`config.mk`:
```
export PLATFORM = sky130hd
export DESIGN_NAME = byte_ser_feed
export DESIGN_NICKNAME = d
export VERILOG_FILES = /design/src/rtl/byte_ser_feed.sv
export SDC_FILE = /design/constraint.sdc
export NUM_CORES = 1
export LEC_CHECK = 0
export ABC_AREA = 1
export BUFFER_PORTS_ARGS = -buffer_cell sky130_fd_sc_hd__buf_2
export CAP_MARGIN = 20
export CORE_ASPECT_RATIO = 0.7
export CORE_MARGIN = 1
export CORE_UTILIZATION = 50
export DETAILED_ROUTE_END_ITERATION = 12
export PLACE_DENSITY = 0.82
export SYNTH_ARGS = -nofsm -noshare
export SYNTH_HDL_FRONTEND = slang
export SYNTH_SLANG_ARGS = --single-unit
```
`constraint.sdc`:
```
create_clock -name clk -period 4.3 [get_ports clk]
set_clock_uncertainty 0.15 [all_clocks]
set_input_delay 0.43 -clock clk [delete_from_list [all_inputs] [get_ports clk]]
set_output_delay 0.43 -clock clk [all_outputs]
set_load 0.005 [all_outputs]
```
`src/rtl/byte_ser_feed.sv`:
```
// byte_ser_feed: byte-to-bit serializer feeding a downstream CRC5 stage.
// Accepts bytes with a valid/ready handshake. Each frame is announced with a
// frame_start pulse, its bits stream out on ser_data/ser_en (MSB first by
// default), a frame_done pulse follows the last bit, and GAP_CYCLES idle cycles
// are then forced before the next frame can be accepted.
// Optional build macro: BYTE_SER_FEED_LSB_FIRST_EN -> emit bits LSB first.
// Reset is asynchronous, active-high.
module byte_ser_feed #(
    parameter int GAP_CYCLES = 1    // legal range 1..15
) (
    input  logic       clk,
    input  logic       rst,
    input  logic       in_valid,
    input  logic [7:0] in_data,
    input  logic       in_last,
    output logic       in_ready,
    output logic       ser_data,
    output logic       ser_en,
    output logic       frame_start,
    output logic       frame_done,
    output logic       busy
);

    typedef enum logic [2:0] {
        ST_IDLE  = 3'd0,
        ST_START = 3'd1,
        ST_SHIFT = 3'd2,
        ST_WAIT  = 3'd3,
        ST_DONE  = 3'd4,
        ST_GAP   = 3'd5
    } state_t;

    // Final value of the gap counter before returning to IDLE.
    localparam logic [3:0] GAP_LAST = 4'(GAP_CYCLES - 1);

    state_t     state_reg, state_next;
    logic [2:0] bit_cnt_reg, bit_cnt_next;
    logic [3:0] gap_cnt_reg, gap_cnt_next;
    logic [7:0] shift_reg, shift_next;
    logic       last_reg, last_next;

    logic       ser_data_reg, ser_data_next;
    logic       ser_en_reg, ser_en_next;
    logic       frame_start_reg, frame_start_next;
    logic       frame_done_reg, frame_done_next;
    logic       busy_reg, busy_next;

    logic       accept;
    logic [7:0] tx_order;   // tx_order[k] is the k-th bit to leave the block

    // Ready depends only on registered state: idle, waiting mid-frame, or on
    // the final bit of a byte that is not the end of the frame.
    assign in_ready = (state_reg == ST_IDLE) ||
                      (state_reg == ST_WAIT) ||
                      ((state_reg == ST_SHIFT) && (bit_cnt_reg == 3'd7) && !last_reg);

    assign accept = in_valid && in_ready;

    // Map the held byte to transmit order, selected by the bit-order macro.
    generate
        for (genvar gi = 0; gi < 8; gi++) begin : g_order
`ifdef BYTE_SER_FEED_LSB_FIRST_EN
            assign tx_order[gi] = shift_next[gi];
`else
            assign tx_order[gi] = shift_next[7 - gi];
`endif
        end
    endgenerate

    // State register: FSM state, counters, held byte and registered outputs.
    always_ff @(posedge clk or posedge rst) begin
        if (rst) begin
            state_reg       <= ST_IDLE;
            bit_cnt_reg     <= 3'd0;
            gap_cnt_reg     <= 4'd0;
            shift_reg       <= 8'd0;
            last_reg        <= 1'b0;
            ser_data_reg    <= 1'b0;
            ser_en_reg      <= 1'b0;
            frame_start_reg <= 1'b0;
            frame_done_reg  <= 1'b0;
            busy_reg        <= 1'b0;
        end else begin
            state_reg       <= state_next;
            bit_cnt_reg     <= bit_cnt_next;
            gap_cnt_reg     <= gap_cnt_next;
            shift_reg       <= shift_next;
            last_reg        <= last_next;
            ser_data_reg    <= ser_data_next;
            ser_en_reg      <= ser_en_next;
            frame_start_reg <= frame_start_next;
            frame_done_reg  <= frame_done_next;
            busy_reg        <= busy_next;
        end
    end

    // Next-state logic: frame sequencing, byte capture and counters.
    always_comb begin
        state_next   = state_reg;
        bit_cnt_next = bit_cnt_reg;
        gap_cnt_next = gap_cnt_reg;
        shift_next   = shift_reg;
        last_next    = last_reg;

        case (state_reg)
            ST_IDLE: begin
                if (accept) begin
                    state_next   = ST_START;
                    shift_next   = in_data;
                    last_next    = in_last;
                    bit_cnt_next = 3'd0;
                end
            end
            ST_START: begin
                state_next   = ST_SHIFT;
                bit_cnt_next = 3'd0;
            end
            ST_SHIFT: begin
                if (bit_cnt_reg == 3'd7) begin
                    if (last_reg) begin
                        state_next = ST_DONE;
                    end else if (accept) begin
                        // Next byte continues the frame with no bubble.
                        state_next   = ST_SHIFT;
                        shift_next   = in_data;
                        last_next    = in_last;
                        bit_cnt_next = 3'd0;
                    end else begin
                        state_next = ST_WAIT;
                    end
                end else begin
                    bit_cnt_next = bit_cnt_reg + 3'd1;
                end
            end
            ST_WAIT: begin
                // Frame stays open until upstream supplies the next byte.
                if (accept) begin
                    state_next   = ST_SHIFT;
                    shift_next   = in_data;
                    last_next    = in_last;
                    bit_cnt_next = 3'd0;
                end
            end
            ST_DONE: begin
                state_next   = ST_GAP;
                gap_cnt_next = 4'd0;
            end
            ST_GAP: begin
                if (gap_cnt_reg == GAP_LAST) begin
                    state_next   = ST_IDLE;
                    gap_cnt_next = 4'd0;
                end else begin
                    gap_cnt_next = gap_cnt_reg + 4'd1;
                end
            end
            default: begin
                state_next   = ST_IDLE;
                bit_cnt_next = 3'd0;
                gap_cnt_next = 4'd0;
            end
        endcase
    end

    // Output decode from the upcoming state so every output leaves a flop.
    always_comb begin
        ser_data_next    = 1'b0;
        ser_en_next      = 1'b0;
        frame_start_next = 1'b0;
        frame_done_next  = 1'b0;
        busy_next        = (state_next != ST_IDLE);

        case (state_next)
            ST_START: frame_start_next = 1'b1;
            ST_SHIFT: begin
                ser_en_next   = 1'b1;
                ser_data_next = tx_order[bit_cnt_next];
            end
            ST_DONE:  frame_done_next = 1'b1;
            default:  ;
        endcase
    end

    assign ser_data    = ser_data_reg;
    assign ser_en      = ser_en_reg;
    assign frame_start = frame_start_reg;
    assign frame_done  = frame_done_reg;
    assign busy        = busy_reg;

endmodule

```
Yosys cells after proc, flatten, opt, wreduce, memory -nomap -nowiden
Cells that the tools add are included.
Widths: inputs -> output; s select.
- register bits after elaboration: 24
- input port bits: 12
- word-level logic and storage cells: 66
- add/sub/neg operators: 2
- $lt $le $gt $ge: 1
- equal/unequal tests: 11
- multiplexer cells: 28
- reduce and logical (&&, ||, !) cells: 14
- operators with widths (cell ; number):
    $mux 3 ; 8
    $mux 8 ; 3
    $pmux 3 s6 ; 1
    $pmux 8 s2 ; 1
    $eq 3x3->1 const B ; 4
    $mux 1 ; 10
    $eq 3x2->1 const B ; 3
    $pmux 3 s3 ; 1
    $pmux 4 s2 ; 1
    $eq 3x1->1 const B ; 2
    $add 4x1->4 const B ; 1
    $logic_not 4->1 ; 1
    $lt 3x4->1 const B ; 1
    $mux 4 ; 1
    $ne 2x1->1 const B ; 2
    $reduce_or 2->1 ; 2
    $reduce_or 4->1 ; 1
    $add 3x1->3 const B ; 1
    $bmux 1 s3 ; 1
    $logic_and 1x1->1 ; 3
    $logic_not 3->1 ; 1
    $reduce_and 3->1 ; 1
    $reduce_bool 3->1 ; 1
    $logic_or 1x1->1 ; 2
    3 further kinds ; 3

Depth between registers and ports, before layout
- depth in word-level cells: 12
- depth in mapped cells: 14
- mapped depth without buffers: 13

Least setup slack after synthesis
Ideal clock, no wire load.
- kind: register to register
- from: register bit_cnt_reg[0]
- to: register ser_data_reg (netlist: ser_data)
- setup time: 117 ps
- data arrival time: 1694 ps
- path slack: 2340 ps
- cell stages (with the launch flop): 14
- clock period less this slack: 1960 ps
- cells stage by stage: dfrtp_1 > ha_1 > ha_1 > nand2_1 > nand3_2 > nand3_2 > buf_6 > inv_2 > o21ai_1 > nand2_1 > nand3_1 > nand2_1 > nor2_1 > nor2_1
- cells in the longest elaborated chain, start to end: 12
- elaborated cells between the ends (all ways): 24
- classes of those cells: 1 x add/sub; 2 x eq/ne; 17 x mux; 4 x reduce/logical
- RTL lines (element ; RTL line ; text):
    start, declared ; 37 ; logic [2:0] bit_cnt_reg, bit_cnt_next;
    start signal, assigned ; 85 ; bit_cnt_reg <= bit_cnt_next;
    $eq 3x3->1 ; 55, 119 ;
    $logic_and 1x1->1 (2 in a row) ; 55 ; ((state_reg == ST_SHIFT) && (bit_cnt_reg == 3'd7) && !last_reg);
    $logic_or 1x1->1 ; 54 ; (state_reg == ST_WAIT) ||
    $logic_and 1x1->1 ; 57 ; assign accept = in_valid && in_ready;
    $mux 3 or $mux 8 (tied branches) ; 107, 122, 137 ;
    $mux 3 or $mux 8 (tied branches) ; 120 ; if (last_reg) begin
    $mux 3 or $mux 8 (tied branches) ; 119 ; if (bit_cnt_reg == 3'd7) begin
    $pmux 3 s3 or $pmux 8 s2 (tied branches) ; 105 ; case (state_reg)
    $bmux 1 s3 ; 176 ; ser_data_next = tx_order[bit_cnt_next];
    $mux 1 (implied by the code) ; 176 ;
    $mux 1 * ; 172 ; case (state_next)
    named net ser_data_next ; 42 ; logic ser_data_reg, ser_data_next;
    end signal, assigned ; 89 ; ser_data_reg <= ser_data_next;
    end, declared ; 42 ;
The timed path passes the listed nets; every way through them passes the cells marked *. The select of a mux whose other input is x is not followed.
A chain may end at the register's enable or synchronous reset.

Final worst setup path
Ends and elaborated chain as after synthesis.

==> results list <==
- In this run the tool buffered the top-level ports with 17 buffer cells.
- Seq cells post-synth: 24
* Relative max-transition margin: 0.4117
- In the global route stage, met3 resource usage came out at 0.05556.
* Hold Vio Cnt, Final: 0
- Total track usage: 0.2216
- Placer Congestion: 0.8640
- TritonCTS built the clock tree.
- Of the cells placed in the final design, the portion with a size suffix greater than 1 is 0.1934.
- Largest register FFs: 8
- After detailed routing, the total wire length is 2.802 mm.
- In this run, synthesis inferred 0 flip-flops with an integrated enable.
* Yosys warning count: 0
- STA classifies the critical path startpoint as a register.
- Buffers inserted during clock tree synthesis total 3.
* Post-synthesis cell area: 0.001308 mm²
* Hpwl dp: 2.182 mm
* Post-Synthesis Mean Instance Area: 8.021 µm²
* Initial antenna violation count: 0
- Post-detailed-route DRC marker count: 2
* Most frequently used flop master after synthesis: dfrtp_1
* Maximum clock insertion buffer count: 2
- Antenna viol nets, final: 0
- Worst Tran Pin Value: 0.8815 ns
- Once layout is complete, the utilization of the core stands at 0.5869.
- Setup repair after global routing left no endpoint under its margin.
* Number of violations reported at the end of detailed-routing iteration 0: 58
* Final count of negative-setup-slack endpoints: 0
- After filler insertion, the fill cell instance count of the layout stands at between 200 and 250.
* Via count: 1078
- Area growth, synth to finish: 11.20%
- Syn Inst Count: roughly 160
- Reg-to-reg critical path startpoint: bit_cnt_reg[0]
- Post-synth top area cell: dfrtp_1
- Most numerous cell in the Yosys netlist: inv_1
* Critical Path AT: around 2.3 ns
* Critical path fanouts, max: 12
* Most used routing layer: met2
* Portion of the post-synthesis area used by sequential elements: 0.4593
- Number of nets produced by synthesis: 179
* Number of instances resized during post-cts repair: 0
- Max Freq: approximately 430 MHz
* IR Drop Worst-Case VDD: 0.3078 mV
- Register clock-pin slew on the reported worst setup and hold paths: roughly 0.080 ns
- After synthesis, the netlist uses 27 different library cells.
- Met2 GRT Util: 0.3656
- Clock latency on the worst-skew pair, taken at its later pin, is 0.27 ns.
- For this run, asynchronously set or reset flops after synthesis account for 1.000.
* Portion of the clock cycle consumed by the worst path in the final layout: 0.5392
* Data required time at the worst endpoint: 4.32 ns
* Worst Hold Class: in -> async
- The worst setup path is of the reg -> reg kind.
* Power density normalized to cell area: a little under 700 mW/mm²
- Total number of H-tree levels: 1
- After synthesis, the cell types taking the most area are dfrtp_1, inv_1, nand2_1, nand3_1, ha_1.
- Horizontal die dimension: 63.12 µm
- Summed over all cells, the static leakage comes to slightly above 0.8 nW.
- Number of maximum-capacitance violations: 0
- Once routing completed, OpenROAD measured the worst setup slack at 1.981 ns.
- After floorplanning, the core was sized to cover ~0.0025 mm².
* Violated checks: design-rule violations
* Final worst path period need: 2.319 ns
* CP startpoint: bit_cnt_reg[0]
* Dpl ws: 2.046 ns
- For this design, the CTS-stage hold fixing added 0 buffers.
- Initial cell density of the core: 0.5278
* DR pass1 iterations: 8
* Die height: 44.79 µm
- Of the post-synthesis cell area, the dominant cell type holds 0.4593.
- Area of the die: 0.002827 mm²
* Most frequent cells after synthesis: inv_1, nand2_1, dfrtp_1
- STA classifies the critical path endpoint as a register.
- For met1 alone, demand over resource in global routing was 0.3021.
- Total Negative Setup Slacks: 0 ns
* Largest net degree at the start of global routing: 25
* Placement Rows: 15
- Vias in the first global route: between 900 and 1000
- The flow ran to the end, but the final reports show violations.
- For this run the aggregate overflow at the end of global routing stands at 0.
- 0 antenna diodes ended up in the layout.
* Wire length of the first global-routing pass: 4.595 mm
- I/O pins: 18
- Cell chosen for the clock root: clkbuf_8
* Final-stage net count: between 150 and 200
- Clk sink count: 24
* Pins over their slew limit: 0
* Via-to-Cell Ratio: 5.014
* # Post-CTS Setup Buffers: 0
- Post-DR wirelength/cell: 13.03 µm
kinds of logic after synthesis:
group / after synthesis / synth area share
buffers and inverters: 40 / 0.1263
flip-flops: 24 / 0.4593
AND/OR/NAND/NOR: 74 / 0.2727
adder cells (fa/ha/maj): 4 / 0.03828
XOR/XNOR: 2 / 0.01340
AO/OA/AOI/OAI: 19 / 0.08996
metrics by stage:
step                      hold WS (ns)  area [µm²]  power [mW]  cells
after floorplan                 0.2946        1308      0.7257    163
final                           0.1889        1454      0.9902    215
after detailed placement        0.3326        1413      0.8509    212
after CTS                       0.2280        1454      0.9855    215
after global placement          0.3121        1413      0.8241    212
after global routing            0.2475        1454       1.070    215
worst paths after layout:
path,to,slack [ns],cells after the start
max reg2reg,ser_data,1.98,12
max in group asynchronous,gap_cnt_reg[2],3.26,2
min reg2reg,shift_reg[6],0.35,2
min,gap_cnt_reg[1],0.19,2
min in group clk,last_reg,0.25,2
max,ser_data,1.98,12
cells in the final DEF, fill, tap and decap left out:
master and instances:
a21oi_1 2, a21oi_2 2, a22o_1 1, a22oi_1 1, a31oi_1 1, buf_2 17
clkbuf_8 3, dfrtp_1 24, ha_1 4, inv_1 34, inv_2 4, nand2_1 33
nand2_2 1, nand3_1 14, nand3_2 4, nand4_1 4, nor2_1 12, nor2_2 1
nor2_4 2, nor3_1 1, o211ai_1 1, o21a_1 1, o21ai_0 3, o21ai_1 5
o22ai_1 2, or2_1 1, or2_2 1, xor2_1 2
final cells by class:
cell class,count,area (µm²),area share
Inverter,38,142.6,0.09811
Clock buffer,3,41.29,0.02840
Sequential cell,24,600.6,0.4131
Tap cell,34,42.54,0.02926
Timing Repair Buffer,17,85.08,0.05852
Multi-Input combinational cell,99,541.8,0.3726
layer usage:
layer | part of all wire | wire length (µm)
met5 | 0 | 0
met4 | 0.0046 | 13
met2 | 0.47 | 1326
met3 | 0.039 | 109
met1 | 0.48 | 1352
power breakdown:
group	switching, mW	internal (mW)	leakage (nW)
registers	0.0510	0.305	0.291
logic	0.330	0.174	0.507
clock network	0.0673	0.0627	0.0216
total	0.448	0.542	0.819
critical path, cell delays in order, from the launching register on:
cell and delay (ns):
dfrtp_1 0.45, ha_1 0.24, ha_1 0.21, nand2_1 0.11, nand3_2 0.15, nand3_2 0.22, inv_2 0.11, o21ai_1 0.22
nand2_1 0.09, nand3_1 0.08, nand2_1 0.05, nor2_1 0.08, nor2_1 0.05
(Power assumes the default switching activity.)
